### config.mk
export PLATFORM = sky130hd
export DESIGN_NAME = mult_iter_flat
export DESIGN_NICKNAME = d
export VERILOG_FILES = /design/src/rtl/mult_iter_if.sv /design/src/rtl/mult_iter.sv /design/src/flat_wrapper.sv
export SDC_FILE = /design/constraint.sdc
export NUM_CORES = 1
export LEC_CHECK = 0
export ABC_AREA = 1
export ABC_CLOCK_PERIOD_IN_PS = 4100
export BUFFER_PORTS_ARGS = -buffer_cell sky130_fd_sc_hd__buf_2
export CAP_MARGIN = 20
export CORE_MARGIN = 2
export CORE_UTILIZATION = 45
export CTS_CLUSTER_SIZE = 24
export DETAILED_ROUTE_END_ITERATION = 10
export SLEW_MARGIN = 25
export SYNTH_ARGS = -nofsm -noshare
export SYNTH_HDL_FRONTEND = slang
export SYNTH_SLANG_ARGS = --single-unit
### constraint.sdc
create_clock -name clk -period 4.1 [get_ports clk]
set_clock_uncertainty 0.1 [all_clocks]
set_input_delay 1.025 -clock clk [delete_from_list [all_inputs] [get_ports clk]]
set_output_delay 1.025 -clock clk [all_outputs]
set_load 0.03 [all_outputs]
### src/rtl/mult_iter_if.sv
// ============================================================================
// Module   : mult_iter_if
// Purpose  : start/finish handshake and operand/product bus for mult_iter.
// Revision : 1.0 - initial release
// ============================================================================
`default_nettype none

interface mult_iter_if;
    logic        start;
    logic        sign;
    logic [31:0] multiplicand_i;
    logic [31:0] multiplier_i;
    logic        finish;
    logic [63:0] result;

    modport master (
        output start, sign, multiplicand_i, multiplier_i,
        input  finish, result
    );

    modport slave (
        input  start, sign, multiplicand_i, multiplier_i,
        output finish, result
    );
endinterface

`default_nettype wire

### src/rtl/mult_iter.sv
// ============================================================================
// Module   : mult_iter
// Purpose  : iterative 32x32 shift-add multiplier, signed or unsigned,
//            35-cycle latency (3 cycles when an operand is zero).
// Revision : 1.0 - initial release
// ============================================================================
`default_nettype none

module mult_iter (
    input  wire logic   clk,
    input  wire logic   rst,
    mult_iter_if.slave  bus
);

    typedef enum logic [1:0] {
        MUL_FREE = 2'd0,
        MUL_ZERO = 2'd1,
        MUL_ON   = 2'd2,
        MUL_END  = 2'd3
    } state_t;

    state_t      r_state;
    logic        r_sign;
    logic        r_a_neg;
    logic        r_b_neg;
    logic [31:0] r_mcand;
    logic [31:0] r_mplier;
    logic [63:0] r_acc;
    logic [5:0]  r_count;
    logic        r_finish;
    logic [63:0] r_result;

    logic [31:0] w_abs_a;
    logic [31:0] w_abs_b;
    logic [32:0] w_sum;

    // Magnitudes wrap for 0x80000000, which is still correct as an unsigned magnitude.
    always_comb begin
        w_abs_a = (bus.sign && bus.multiplicand_i[31]) ? (~bus.multiplicand_i + 32'd1)
                                                       : bus.multiplicand_i;
        w_abs_b = (bus.sign && bus.multiplier_i[31])   ? (~bus.multiplier_i + 32'd1)
                                                       : bus.multiplier_i;
        w_sum   = {1'b0, r_acc[63:32]} + (r_mplier[0] ? {1'b0, r_mcand} : 33'd0);
    end

    always_ff @(posedge clk or negedge rst) begin
        if (!rst) begin
            r_state  <= MUL_FREE;
            r_sign   <= 1'b0;
            r_a_neg  <= 1'b0;
            r_b_neg  <= 1'b0;
            r_mcand  <= 32'd0;
            r_mplier <= 32'd0;
            r_acc    <= 64'd0;
            r_count  <= 6'd0;
            r_finish <= 1'b0;
            r_result <= 64'd0;
        end else begin
            case (r_state)
                MUL_FREE: begin
                    r_finish <= 1'b0;
                    r_result <= 64'd0;
                    if (bus.start) begin
                        r_sign  <= bus.sign;
                        r_a_neg <= bus.multiplicand_i[31];
                        r_b_neg <= bus.multiplier_i[31];
                        if (bus.multiplicand_i == 32'd0 || bus.multiplier_i == 32'd0) begin
                            r_state <= MUL_ZERO;
                        end else begin
                            r_mcand  <= w_abs_a;
                            r_mplier <= w_abs_b;
                            r_acc    <= 64'd0;
                            r_count  <= 6'd0;
                            r_state  <= MUL_ON;
                        end
                    end
                end

                MUL_ZERO: begin
                    if (!bus.start) begin
                        r_state <= MUL_FREE;
                    end else begin
                        r_acc   <= 64'd0;
                        r_state <= MUL_END;
                    end
                end

                MUL_ON: begin
                    if (!bus.start) begin
                        r_state <= MUL_FREE;
                    end else if (r_count != 6'd32) begin
                        r_acc    <= {w_sum, r_acc[31:1]};
                        r_mplier <= {1'b0, r_mplier[31:1]};
                        r_count  <= r_count + 6'd1;
                    end else begin
                        // Product of magnitudes is restored to two's complement here.
                        if (r_sign && (r_a_neg ^ r_b_neg))
                            r_acc <= ~r_acc + 64'd1;
                        r_count <= 6'd0;
                        r_state <= MUL_END;
                    end
                end

                MUL_END: begin
                    if (!bus.start) begin
                        r_finish <= 1'b0;
                        r_result <= 64'd0;
                        r_state  <= MUL_FREE;
                    end else begin
                        r_finish <= 1'b1;
                        r_result <= r_acc;
                    end
                end

                default: r_state <= MUL_FREE;
            endcase
        end
    end

    assign bus.finish = r_finish;
    assign bus.result = r_result;

endmodule

`default_nettype wire

### src/flat_wrapper.sv
// flat-port wrapper written by rule: the top's interface ports become plain ports
module mult_iter_flat 
  (clk, rst, bus_start, bus_sign, bus_multiplicand_i, bus_multiplier_i, bus_finish, bus_result);
  mult_iter_if bus_i ();
  input  wire logic clk;
  input  wire logic rst;
  input wire logic [$bits(bus_i.start)-1:0] bus_start;
  input wire logic [$bits(bus_i.sign)-1:0] bus_sign;
  input wire logic [$bits(bus_i.multiplicand_i)-1:0] bus_multiplicand_i;
  input wire logic [$bits(bus_i.multiplier_i)-1:0] bus_multiplier_i;
  output wire logic [$bits(bus_i.finish)-1:0] bus_finish;
  output wire logic [$bits(bus_i.result)-1:0] bus_result;
  assign bus_i.start = bus_start;
  assign bus_i.sign = bus_sign;
  assign bus_i.multiplicand_i = bus_multiplicand_i;
  assign bus_i.multiplier_i = bus_multiplier_i;
  assign bus_finish = bus_i.finish;
  assign bus_result = bus_i.result;
  mult_iter u_core (.clk(clk), .rst(rst), .bus(bus_i));
endmodule
==> metrics.md <==
| Metric | Value |
|---|---|
| Final Hold Vio Count | 0 |
| Postcts setup bufs | 0 |
| Fill cells | 3572 |
| Initial Util | 45.65% |
| Run status | finished, final reports clean |
| Die X | 188.2 µm |
| Yosys top cell area share | 33.43% |
| GR peak layer | met2 |
| # clock sinks | 204 |
| Nature of the critical path startpoint | flop |
| GRT Total Usage | 27.07% |
| Crit path top cell by count | nand3_1 |
| Critical Path End Type | flop |
| Core Region | 33450 µm² |
| Pwr Density | 690.1 nW/µm² |
| Synth area leader | dfrtp_1 |
| Clock Tree Buf Depth | 3 |
| Initial antenna violation count | 0 |
| Slew Limit Fails | 0 |
| Asr flop ratio synth | 100.0% |
| Worst Setup SP | u_core.r_mplier[0] |
| Worst-Skew Late Latency | 560 ps |
| WL per Instance | 15.62 µm |
| DRC violations left | 0 |
| Post-synth EDFFs | 0 |
| Met1 track demand over resource | 38.57% |
| Flop pwr share | 25.8% |
| Worst Path Arrival | 3250 ps |
| Die Ht | 188.2 µm |
| GRT met2 Usage | 43.07% |
| Synthesis-to-layout area growth | 12.41% |
| CTS tree | yes |
| Syn_nets | 2570 |
| Clk pwr share | 19.5% |
| Ports | 133 |
| Final setup vio count | 0 |
| GP Congestion | 0.9847 |
| Total iterations of the first detailed-routing run | 5 |
| Worst slew pin tran | 791.9 ps |
| # nets final | 2678 |
| Avg Cell Area, Syn | 6.207 µm² |
| Number of routed nets with antenna violations | 0 |
| R2R Path End | u_core.r_acc[59] |
| Int Pwr | 5.889 mW |
| Number of distinct library cells after synthesis | 46 |
| MaxCap Viol Count | 0 |
| CP endpoint | u_core.r_acc[59] |
| Post-Syn Area | 15270 µm² |
| Seq/Total Area, Yosys | 33.43% |
| Comb pwr share | 54.7% |
| Port buffer count | 132 |
| Total global routing overflow | 0 |
| R2R depth | 15 |
| Largest net degree at the start of global routing | 69 |
| Vias/cell | 5.118 |
| First DRT Iteration DRCs | 1189 |
| GRT met3 Usage | 2.812% |
| Maximum fanout along the worst path | 21 |
| Yosys warning total | 0 |
| CTS Buf Count | 25 |
| P_sw | 5.955 mW |
| Final WL | 47410 µm |
| Flop2flop setup slack | 1200 ps |
| Main area contributors after synthesis | dfrtp_1 33%, nand2_1 22%, nor2_1 7.7% |
| Clk root buf | clkbuf_16 |
| RSZ-0062 raised after global routing | no |
| Sw frac | 50.28% |
| CTS H-Tree Depth | 1 |
| WS Path Type | reg2reg |
| Top FF cell, synth | dfrtp_1 |
| Detail Placement HPWL | 36800 µm |
| Critical Path Max Stage Delay | 720 ps |
| Diodes inserted | 0 |
| First-pass GRT wire length | 77540 µm |
| Period utilization | 70.71% |
| Achievable Freq | 344.9 MHz |
| Peak supply drop | 0.0003894 V |
| DIE AREA | 35420 µm² |
| Hold Slack | 349.8 ps |
| Clock-pin slew on the worst setup and hold paths | 60 ps |
| Post_cts resized | 0 |
| Reg2reg start | u_core.r_mplier[0] |
| Total number of vias | 15532 |
| LEAKAGE | 9.616 nW |
| Final min period | 2899 ps |
| Number of global-route vias before repair | 14875 |
| Cells after Synth | 2460 |
| Setup TNS | 0 ps |
| Hold_buf cts | 0 |
| Row count | 67 |
| Worst EP required | 4450 ps |
| Critical Path Slowest Stage Cell | dfrtp_1 |
| CP Cell Sequence | nand2_1, inv_1, ha_1, inv_1, fa_1, inv_1, nand3_1, nand3_1, nand3_1, nand3_1, nand2_1, nand3_1, nand3_1, nand2_1, nand2_1 |
| Relative slew slack | 47.13% |
| HP Class | in2async |
| Layout cells sized above 1 | 8.891% |
| FF+latch count, synth | 204 |
-- layout by cell type (no fill, tap or decap), types with 14 or more instances in the layout --
cell / netlist / layout
o22ai_1: 15 / 15
dfrtp_1: 204 / 204
clkbuf_16: 0 / 25
nor2_1: 312 / 312
nor3_1: 14 / 14
nand2_1: 902 / 902
ha_1: 41 / 40
xor2_1: 39 / 39
a21oi_1: 51 / 51
o21ai_0: 177 / 177
o21ai_1: 32 / 32
buf_2: 14 / 131
xnor2_1: 14 / 14
inv_1: 309 / 309
buf_4: 6 / 14
nand3_1: 191 / 190
nand4_1: 22 / 22
-- power by group through the flow --
| stage | combinational, mW | clock [mW] | sequential [mW] |
|---|---|---|---|
| after floorplan | 4.87 | 0 | 2.88 |
| after global placement | 6.35 | 0 | 3.06 |
| after detailed placement | 6.40 | 0 | 3.07 |
| after CTS | 6.44 | 2.36 | 3.04 |
| after global routing | 7.44 | 2.44 | 3.12 |
| final | 6.48 | 2.31 | 3.06 |
-- cells in the mapped netlist (all sizes together) (2+ instances only) --
library cell and number:
nor2 328, xnor2 14, a21o 2, inv 315, nand2 905, nor3 14, xor2 39, buf 32
o21bai 6, a21oi 52, o31ai 2, a22oi 3, o22ai 15, clkbuf 35, or2 4, nand4 23
nand3 195, o21ai 210, a31oi 5, dfrtp 204, nor3b 2, ha 41, nand3b 5, and2 3
-- kinds of logic after synthesis --
logic type      synth area share (%)
fa+ha+maj                      3.491
buf+inv                        10.08
mux                          0.07374
flops                          33.43
simple gates                   39.63
xor+xnor                       3.040
compound gates                 10.25
-- metrics by stage --
stage               power, mW  cells  util, %  setup slack [ps]  area, µm²
detailed placement      9.469   2989    48.73             784.0      16300
CTS                     11.84   3035    51.31              1171      17160
global route            13.00   3035    51.31             820.8      17160
global placement        9.410   2989    48.73             884.3      16300
finish                  11.84   3035    51.31              1201      17160
floorplan               7.753   2460        -              1527      15270
-- critical path: cells and delay by family (launching register included) --
kind / cells / cell delay, ps
simple gates: 10 / 1050
buf+inv: 3 / 350
flops: 1 / 720
fa+ha+maj: 2 / 580
-- per-layer routing --
metal | vias to the layer above | routed length (µm)
met1 | 7011 | 22420
met2 | 491 | 20470
met5 | - | 0
met3 | 92 | 2711
li1 | 7938 | -
met4 | 0 | 1814
-- sequential cells by signal, summed over array words and instances (netlist names) --
register / count
u_core.r_a_neg: 1
u_core.r_mcand: 32
u_core.r_sign: 1
u_core.r_acc: 64
u_core.bus.result: 64
u_core.r_state: 2
u_core.r_b_neg: 1
u_core.bus.finish: 1
u_core.r_mplier: 32
u_core.r_count: 6
-- worst min-delay path by stage --
stage | startpoint | endpoint
after floorplan | u_core.r_mcand[31] | u_core.r_mcand[31]
after global placement | u_core.bus.result[16] | u_core.bus.result[16]
after detailed placement | u_core.r_mplier[4] | u_core.r_mplier[4]
after CTS | rst | u_core.bus.result[3]
after global routing | rst | u_core.bus.result[3]
final | rst | u_core.bus.result[3]
-- area by class of cell --
type                    count  area [µm²]  share of cell area, %
repair buffers            148       814.5                  4.746
clock buffers              31       688.2                  4.009
inverters                 316        1186                  6.911
clock inverters            15       176.4                  1.028
well taps                 448       560.5                  3.266
flip-flops and latches    204        5105                  29.74
multi-input cells        1873        8633                  50.30
(Power assumes the default switching activity.)
